File: src/rtl/subtractor_serial_pkg.sv
// Shared constants for the serial arithmetic blocks: FSM encodings, the
// default operand width, and the per-bit borrow-path equations.
package subtractor_serial_pkg;

   localparam int SER_WIDTH_DEFAULT = 8;

   typedef enum logic [1:0] {
      SER_IDLE  = 2'd0,
      SER_SHIFT = 2'd1,
      SER_DONE  = 2'd2
   } ser_state_e;

   // Difference bit of a single-bit subtraction a - b - br.
   function automatic logic ser_diff_bit(input logic a, input logic b, input logic br);
      return a ^ b ^ br;
   endfunction

   // Borrow-out of a single-bit subtraction a - b - br.
   function automatic logic ser_borrow_bit(input logic a, input logic b, input logic br);
      return (~a & b) | (~(a ^ b) & br);
   endfunction

endpackage

File: src/rtl/full_subtractor.sv
// One-bit full subtractor: d = a - b - bi, bo = borrow-out.
// Borrow-path counterpart of the full adder cell.
module full_subtractor
   import subtractor_serial_pkg::*;
(
   input  logic a,
   input  logic b,
   input  logic bi,
   output logic d,
   output logic bo
);

   assign d  = ser_diff_bit(a, b, bi);
   assign bo = ser_borrow_bit(a, b, bi);

endmodule

File: src/rtl/subtractor_serial.sv
// Bit-serial subtractor: computes A - B - Bi one bit per clock, LSB first.
// Operands are captured on acceptance of start; D/Bo are updated together
// on the edge that processes the MSB and are announced by a one-cycle done.
module subtractor_serial
   import subtractor_serial_pkg::*;
#(
   parameter int WIDTH = SER_WIDTH_DEFAULT
)
(
   input  logic             clk,
   input  logic             rst,
   input  logic             start,
   input  logic [WIDTH-1:0] A,
   input  logic [WIDTH-1:0] B,
   input  logic             Bi,
   output logic             busy,
   output logic             done,
   output logic [WIDTH-1:0] D,
   output logic             Bo
);

   localparam int                CNT_W    = $clog2(WIDTH);
   localparam logic [CNT_W-1:0]  CNT_LAST = CNT_W'(WIDTH - 1);

   ser_state_e        state_q, state_d;
   logic [CNT_W-1:0]  cnt_q,   cnt_d;
   logic [WIDTH-1:0]  a_q,     a_d;
   logic [WIDTH-1:0]  b_q,     b_d;
   logic              br_q,    br_d;
   logic [WIDTH-1:0]  acc_q,   acc_d;
   logic [WIDTH-1:0]  res_q,   res_d;
   logic              bo_q,    bo_d;
   logic              busy_q,  busy_d;
   logic              done_q,  done_d;

   logic              fs_d_s;
   logic              fs_bo_s;
   logic [WIDTH-1:0]  acc_shift_s;

   // Per-bit logic always looks at the current LSBs and the running borrow.
   full_subtractor u_fs (
      .a  (a_q[0]),
      .b  (b_q[0]),
      .bi (br_q),
      .d  (fs_d_s),
      .bo (fs_bo_s)
   );

   // New difference bit enters at the MSB so the LSB ends up at bit 0.
   assign acc_shift_s = {fs_d_s, acc_q[WIDTH-1:1]};

   // Next-state, datapath and output-flag computation.
   always_comb begin
      state_d = state_q;
      cnt_d   = cnt_q;
      a_d     = a_q;
      b_d     = b_q;
      br_d    = br_q;
      acc_d   = acc_q;
      res_d   = res_q;
      bo_d    = bo_q;
      busy_d  = 1'b0;
      done_d  = 1'b0;

      case (state_q)
         SER_IDLE: begin
            if (start) begin
               a_d     = A;
               b_d     = B;
               br_d    = Bi;
               cnt_d   = {CNT_W{1'b0}};
               acc_d   = {WIDTH{1'b0}};
               state_d = SER_SHIFT;
               busy_d  = 1'b1;
            end else begin
               state_d = SER_IDLE;
            end
         end

         SER_SHIFT: begin
            a_d   = {1'b0, a_q[WIDTH-1:1]};
            b_d   = {1'b0, b_q[WIDTH-1:1]};
            br_d  = fs_bo_s;
            acc_d = acc_shift_s;
            if (cnt_q == CNT_LAST) begin
               // MSB processed: publish result; counter only reloads on acceptance.
               res_d   = acc_shift_s;
               bo_d    = fs_bo_s;
               state_d = SER_DONE;
               done_d  = 1'b1;
            end else begin
               cnt_d   = cnt_q + {{(CNT_W-1){1'b0}}, 1'b1};
               state_d = SER_SHIFT;
               busy_d  = 1'b1;
            end
         end

         SER_DONE: begin
            state_d = SER_IDLE;
         end

         default: begin
            state_d = SER_IDLE;
         end
      endcase
   end

   // State and datapath registers with synchronous reset.
   always_ff @(posedge clk) begin
      if (rst) begin
         state_q <= SER_IDLE;
         cnt_q   <= {CNT_W{1'b0}};
         a_q     <= {WIDTH{1'b0}};
         b_q     <= {WIDTH{1'b0}};
         br_q    <= 1'b0;
         acc_q   <= {WIDTH{1'b0}};
         res_q   <= {WIDTH{1'b0}};
         bo_q    <= 1'b0;
         busy_q  <= 1'b0;
         done_q  <= 1'b0;
      end else begin
         state_q <= state_d;
         cnt_q   <= cnt_d;
         a_q     <= a_d;
         b_q     <= b_d;
         br_q    <= br_d;
         acc_q   <= acc_d;
         res_q   <= res_d;
         bo_q    <= bo_d;
         busy_q  <= busy_d;
         done_q  <= done_d;
      end
   end

   assign busy = busy_q;
   assign done = done_q;
   assign D    = res_q;
   assign Bo   = bo_q;

endmodule

File: config.mk
export PLATFORM = sky130hd
export DESIGN_NAME = subtractor_serial
export DESIGN_NICKNAME = d
export VERILOG_FILES = /design/src/rtl/subtractor_serial_pkg.sv /design/src/rtl/full_subtractor.sv /design/src/rtl/subtractor_serial.sv
export SDC_FILE = /design/constraint.sdc
export NUM_CORES = 1
export LEC_CHECK = 0
export ABC_AREA = 0
export CORE_MARGIN = 5
export CORE_UTILIZATION = 33
export DETAILED_ROUTE_END_ITERATION = 6
export SYNTH_ARGS = -nofsm -noshare
export SYNTH_HDL_FRONTEND = slang
export SYNTH_SLANG_ARGS = --single-unit
File: constraint.sdc
create_clock -name clk -period 3.6 [get_ports clk]
set_clock_uncertainty 0.1 [all_clocks]
set_input_delay 1.08 -clock clk [delete_from_list [all_inputs] [get_ports clk]]
set_output_delay 1.08 -clock clk [all_outputs]
set_load 0.05 [all_outputs]
==> results of run 1 <==
critical path: stages (launching register included):
cell and delay, ns:
dfxtp_1 0.31, buf_4 0.20, clkdlybuf4s50_1 0.83
state kept, by name, indices dropped and copies added (netlist names):
| name | count |
|---|---|
| D | 8 |
| a_q | 8 |
| b_q | 8 |
| acc_q | 7 |
| cnt_q | 3 |
| state_q | 2 |
| Bo | 1 |
| br_q | 1 |
| done | 1 |
power groups by stage:
| stage | clock network [mW] | registers (mW) | logic (mW) |
|---|---|---|---|
| finish | 0.282 | 0.461 | 0.107 |
| global route | 0.307 | 0.463 | 0.119 |
| CTS | 0.292 | 0.461 | 0.108 |
| detailed placement | 0 | 0.471 | 0.107 |
| global placement | 0 | 0.471 | 0.107 |
| floorplan | 0 | 0.472 | 0.0708 |
kinds of logic after synthesis:
group                      Yosys count
and+or+nand+nor                     58
AOI/OAI and AO/OA                   55
DFF                                 39
buffers and inverters               19
adders and majority gates            3
through the flow:
step           area [um2]  power, mW   util
3_3_place_gp         1920      0.578  0.406
4_1_cts              2000      0.861  0.424
5_1_grt              2000      0.889  0.424
2_1_floorplan        1600      0.543      -
6_report             2000      0.851  0.424
3_5_place_dp         1920      0.578  0.406
final cells by class:
class | instances | area [um2]
well taps | 67 | 83.8
fillers | 476 | 2720
clock inverters | 3 | 15.0
repair buffers | 32 | 315
clock buffers | 5 | 68.8
multi-input cells | 116 | 724
flip-flops and latches | 39 | 781
inverters | 4 | 15.0
routing by layer:
| metal | up-vias | wire [um] | global-route usage |
|---|---|---|---|
| met5 | - | 0 | 0 |
| met4 | 0 | 59 | 0.0567 |
| met3 | 5 | 116 | 0.0327 |
| met2 | 23 | 1670 | 0.182 |
| met1 | 605 | 1650 | 0.145 |
| li1 | 673 | - | - |
layout by cell type (no fill, tap or decap), types with 2 or more instances in the layout:
master	Yosys	routed
nor2_1	24	24
ha_1	2	2
a211oi_1	5	5
a211oi_2	9	9
dfxtp_1	39	39
nand2b_1	2	2
nand3_1	12	12
o22ai_1	13	13
nor3_1	2	2
inv_1	4	4
a31oi_1	3	3
clkinv_2	0	3
a21oi_1	11	11
buf_4	2	2
a22oi_1	9	9
clkdlybuf4s50_1	0	30
nand2_1	13	13
clkbuf_8	0	5
worst paths after layout:
path | startpoint | end | slack (ns) | cells after the start
setup reg to reg | state_q[0]$_SDFF_PP0_ | Bo$_SDFFE_PP0P_ | 1.52 | 4
hold / removal | D[4]$_SDFFE_PP0P_ | D[4]$_SDFFE_PP0P_ | 0.35 | 2
setup / recovery | state_q[0]$_SDFF_PP0_ | busy | 0.80 | 2
hold reg to reg | D[4]$_SDFFE_PP0P_ | D[4]$_SDFFE_PP0P_ | 0.35 | 2
==> flow_summary.toml, run 1 <==
[run_status]
status = "finished clean"

[die]
die_h_um = 79.6
core_area_um2 = 4720
die_w_um = 79.6
pin_count = 31
die_area_um2 = 6340
num_rows = 25
floorplan.initialDensity = 0.339

[worst_hold_path]
min_path_type = "register to register"

[synthesis]
synth_area_leaders = "dfxtp_1 49%, a211oi_2 7.0%, nor2_1 5.6%, o22ai_1 5.1%, a22oi_1 4.2%"
netlist_instances = 174
synthMuxAreaShare = 0
synth_compound_area_frac = 0.262
netlist.area_leader.share = 0.488
seq_area_frac_synth = 0.488
syn-num-nets = 197
yosys_warnings = 0
async_flop_share = 0
synth_fa_ha_area_frac = 0.0281
synthesis.area_um2 = 1600
synth_xor_area_frac = 0
synth_flop_cell = "dfxtp_1"
ys_ff_latch = 39
synth_edf_count = 0
avgSynthCellArea_um2 = 9.20
synth_most_common_cell = "dfxtp_1"
ys_types = 29
synth.top_cells.by_count = "39 x dfxtp_1, 24 x nor2_1, 13 x nand2_1, 13 x o22ai_1, 12 x nand3_1"
synth_top_family_by_area = "compound AO/OA/AOI/OAI gates"
synthSimpleGateAreaFrac = 0.163
yosys.area.top_type = "dfxtp_1"

[power]
p_leak_nw = 0.691
comb_power_share = 0.126
power.switching_mw = 0.217
power_frac_clock = 0.332
power_density_nw_per_um2 = 425
ir_drop_uv = 190
seqPwrFrac = 0.542
sw_frac_of_total = 0.255
p_int_mw = 0.634

[grt]
antenna_found_initial = 0
grt_pass1_wl_um = 5760
grtUsageTotal = 0.116
grt.overflow.total = 0
grt_max_degree = 40
grt_pass1_vias = 1254

[route]
drc_errors = 0
routed-via-count = 1306
via_per_inst = 4.91
post_drt_wl_per_cell_um = 13.1
wirelength_um = 3490
first_pass_iters = 4
ant_nets = 0
dr.first_iter.drc_count = 128

[placed_design]
gp_congestion = 0.727
io_buffers = 30
post-dp-hpwl_um = 2220
placed_cells = 258
dp_slack_ns = 0.983

[timing]
fin_crit_sh = 0.778
tightest_slew_ns = 1.17
whs_ns = 0.354
finalMaxSlewViolations = 0
layout_min_cycle_time_ns = 2.80
fmax_ghz = 0.357
slew_headroom = 0.215
rsz0062_at_grt = "false"
setup_ws_ns = 0.798
finalHoldViolCount = 0
setup_viol = 0
setup-tns-final_ns = 0

[cells_and_area]
diodes = 0
layout-drive-gt1-share = 0.106
finalNetCount = 221
area_growth_syn_to_layout_pct = 25.2
stdcell_count = 266

[cts]
clk_latency_ns = 0.29
cts_sinks = 39
clock-root-buffer = "clkbuf_8"
cts_buffer_depth = 2
cts_tree = "built"
path_clk_slew_ns = 0.07
htreeDepth = 2
numCtsBuffers = 5
postCtsSetupBuffers = 0
postCtsHoldBufs = 0
postCtsResizedCells = 0

[worst_setup_path]
cp_data_arrival_time_ns = 1.62
end_kind = "output port"
setup.worst_path.class = "register to output port"
path_max_fanout = 17
required_ns = 2.42
cp-start-kind = "register"

[run]
max-cap-violations = 0
No activity file was read; power rests on OpenSTA's default activity.
==> inputs of run 2 (changes only) <==
==> constraint.sdc (replaced) <==
create_clock -name clk -period 2.5 [get_ports clk]
set_clock_uncertainty 0.1 [all_clocks]
set_input_delay 0.75 -clock clk [delete_from_list [all_inputs] [get_ports clk]]
set_output_delay 0.75 -clock clk [all_outputs]
set_load 0.05 [all_outputs]
==> flow_summary.toml, run 2 (synthesized netlist as in run 1, its figures left out) <==
[run_status]
status = "finished clean"

[worst_setup_path]
path_delay_family = "buffers and inverters"
required_ns = 1.65
critPathBufInv = 1
cp-start-kind = "register"
slowest_stage = "clkdlybuf4s50_1"
end_kind = "output port"
crit_chain = "clkdlybuf4s50_1"
setup.worst_path.class = "register to output port"
max_stage_delay_ns = 0.81
path_max_fanout = 2
cp_data_arrival_time_ns = 1.44

[cts]
htreeDepth = 2
cts_sinks = 39
postCtsHoldBufs = 0
clock-root-buffer = "clkbuf_8"
path_clk_slew_ns = 0.08
postCtsResizedCells = 0
numCtsBuffers = 5
postCtsSetupBuffers = 0
clk_latency_ns = 0.29
cts_buffer_depth = 2
cts_tree = "built"

[timing]
setup_viol = 0
fin_crit_sh = 0.917
setup-tns-final_ns = 0
whs_ns = 0.352
finalMaxSlewViolations = 0
rsz0062_at_grt = "false"
layout_min_cycle_time_ns = 2.29
fmax_ghz = 0.436
finalHoldViolCount = 0
tightest_slew_ns = 0.580
slew_headroom = 0.613

[grt]
grt_pass1_wl_um = 5940
grtUsageTotal = 0.121
grt_use_met1 = 0.148
grt_pass1_vias = 1293
antenna_found_initial = 0
grt-busiest-layer = "met2"
grt_max_degree = 40
grt.overflow.total = 0
grt_use_met3 = 0.0305
use_met2 = 0.192

[power]
power_density_nw_per_um2 = 662
finalPower_mw = 1.37
ir_drop_uv = 308
p_leak_nw = 0.726

[route]
drc_errors = 0
dr.first_iter.drc_count = 62
post_drt_wl_per_cell_um = 13.1
routed-via-count = 1337
via_per_inst = 4.97
ant_nets = 0
wirelength_um = 3510
first_pass_iters = 4

[die]
floorplan.initialDensity = 0.339
num_rows = 25
die_w_um = 79.6
die_area_um2 = 6340
pin_count = 31
core_area_um2 = 4720
die_h_um = 79.6

[placed_design]
gp_congestion = 0.735
post-dp-hpwl_um = 2280
io_buffers = 30

[cells_and_area]
area_growth_syn_to_layout_pct = 29.3
final_cell_mix = "39 x dfxtp_1, 29 x clkdlybuf4s50_1, 24 x nor2_1, 13 x nand2_1, 13 x o22ai_1"
finalNetCount = 224
layout_commonest_cell = "dfxtp_1"
diodes = 0
layout-drive-gt1-share = 0.124
fill_cells = 487

[worst_hold_path]
min_path_type = "register to register"

[run]
max-cap-violations = 0
[run 2: changes by cell type in the layout (fill, tap and decap cells not counted)]
cell and delta:
buf_4 +3, clkdlybuf4s50_1 -1, clkinv_2 -2, bufinv_16 +1
clkbuf_8 +1, buf_12 +1
[run 2: worst paths after layout]
path / startpoint / to / slack (ns) / cells after the start
min: br_q$_SDFFE_PP0P_ / br_q$_SDFFE_PP0P_ / 0.35 / 2
max reg2reg: state_q[0]$_SDFF_PP0_ / Bo$_SDFFE_PP0P_ / 0.92 / 5
max: D[3]$_SDFFE_PP0P_ / D[3] / 0.21 / 1
min reg2reg: br_q$_SDFFE_PP0P_ / br_q$_SDFFE_PP0P_ / 0.35 / 2
[run 2: report_power, final]
part / internal (mW) / switching [mW]
Clock: 0.323 / 0.224
Combinational: 0.0772 / 0.0798
Sequential: 0.649 / 0.0172
Total: 1.05 / 0.321
[run 2: metal layers]
| layer | vias to the layer above | part of all wire |
|---|---|---|
| li1 | 686 | - |
| met1 | 625 | 0.46 |
| met2 | 17 | 0.49 |
| met3 | 9 | 0.030 |
| met4 | 0 | 0.024 |
| met5 | - | 0 |
[run 2: layout make-up]
class	count	area, um2	share of cell area
Clock buffer	6	82.6	0.0399
Clock inverter	2	35.0	0.0169
Inverter	4	15.0	0.00726
Multi-Input combinational cell	116	724	0.350
Sequential cell	39	781	0.377
Tap cell	67	83.8	0.0405
Timing Repair Buffer	35	348	0.168
[run 2: metrics by stage]
step	instances	area, um2	util	worst slack (ns)
5_1_grt	269	2070	0.438	0.150
4_1_cts	269	2070	0.438	0.189
3_3_place_gp	261	1950	0.413	0.260
3_5_place_dp	261	1950	0.413	0.229
2_1_floorplan	174	1600	-	0.862
6_report	269	2070	0.438	0.208
==> inputs of run 3 (changes only) <==
--- a/config.mk
+++ b/config.mk
@@ -6,6 +6,7 @@
 export NUM_CORES = 1
 export LEC_CHECK = 0
 export ABC_AREA = 0
+export CAP_MARGIN = 30
 export CORE_MARGIN = 5
 export CORE_UTILIZATION = 33
 export DETAILED_ROUTE_END_ITERATION = 6
==> results of run 3 <==
Same layout as run 2: the final DEF is identical, and so are final timing and power.
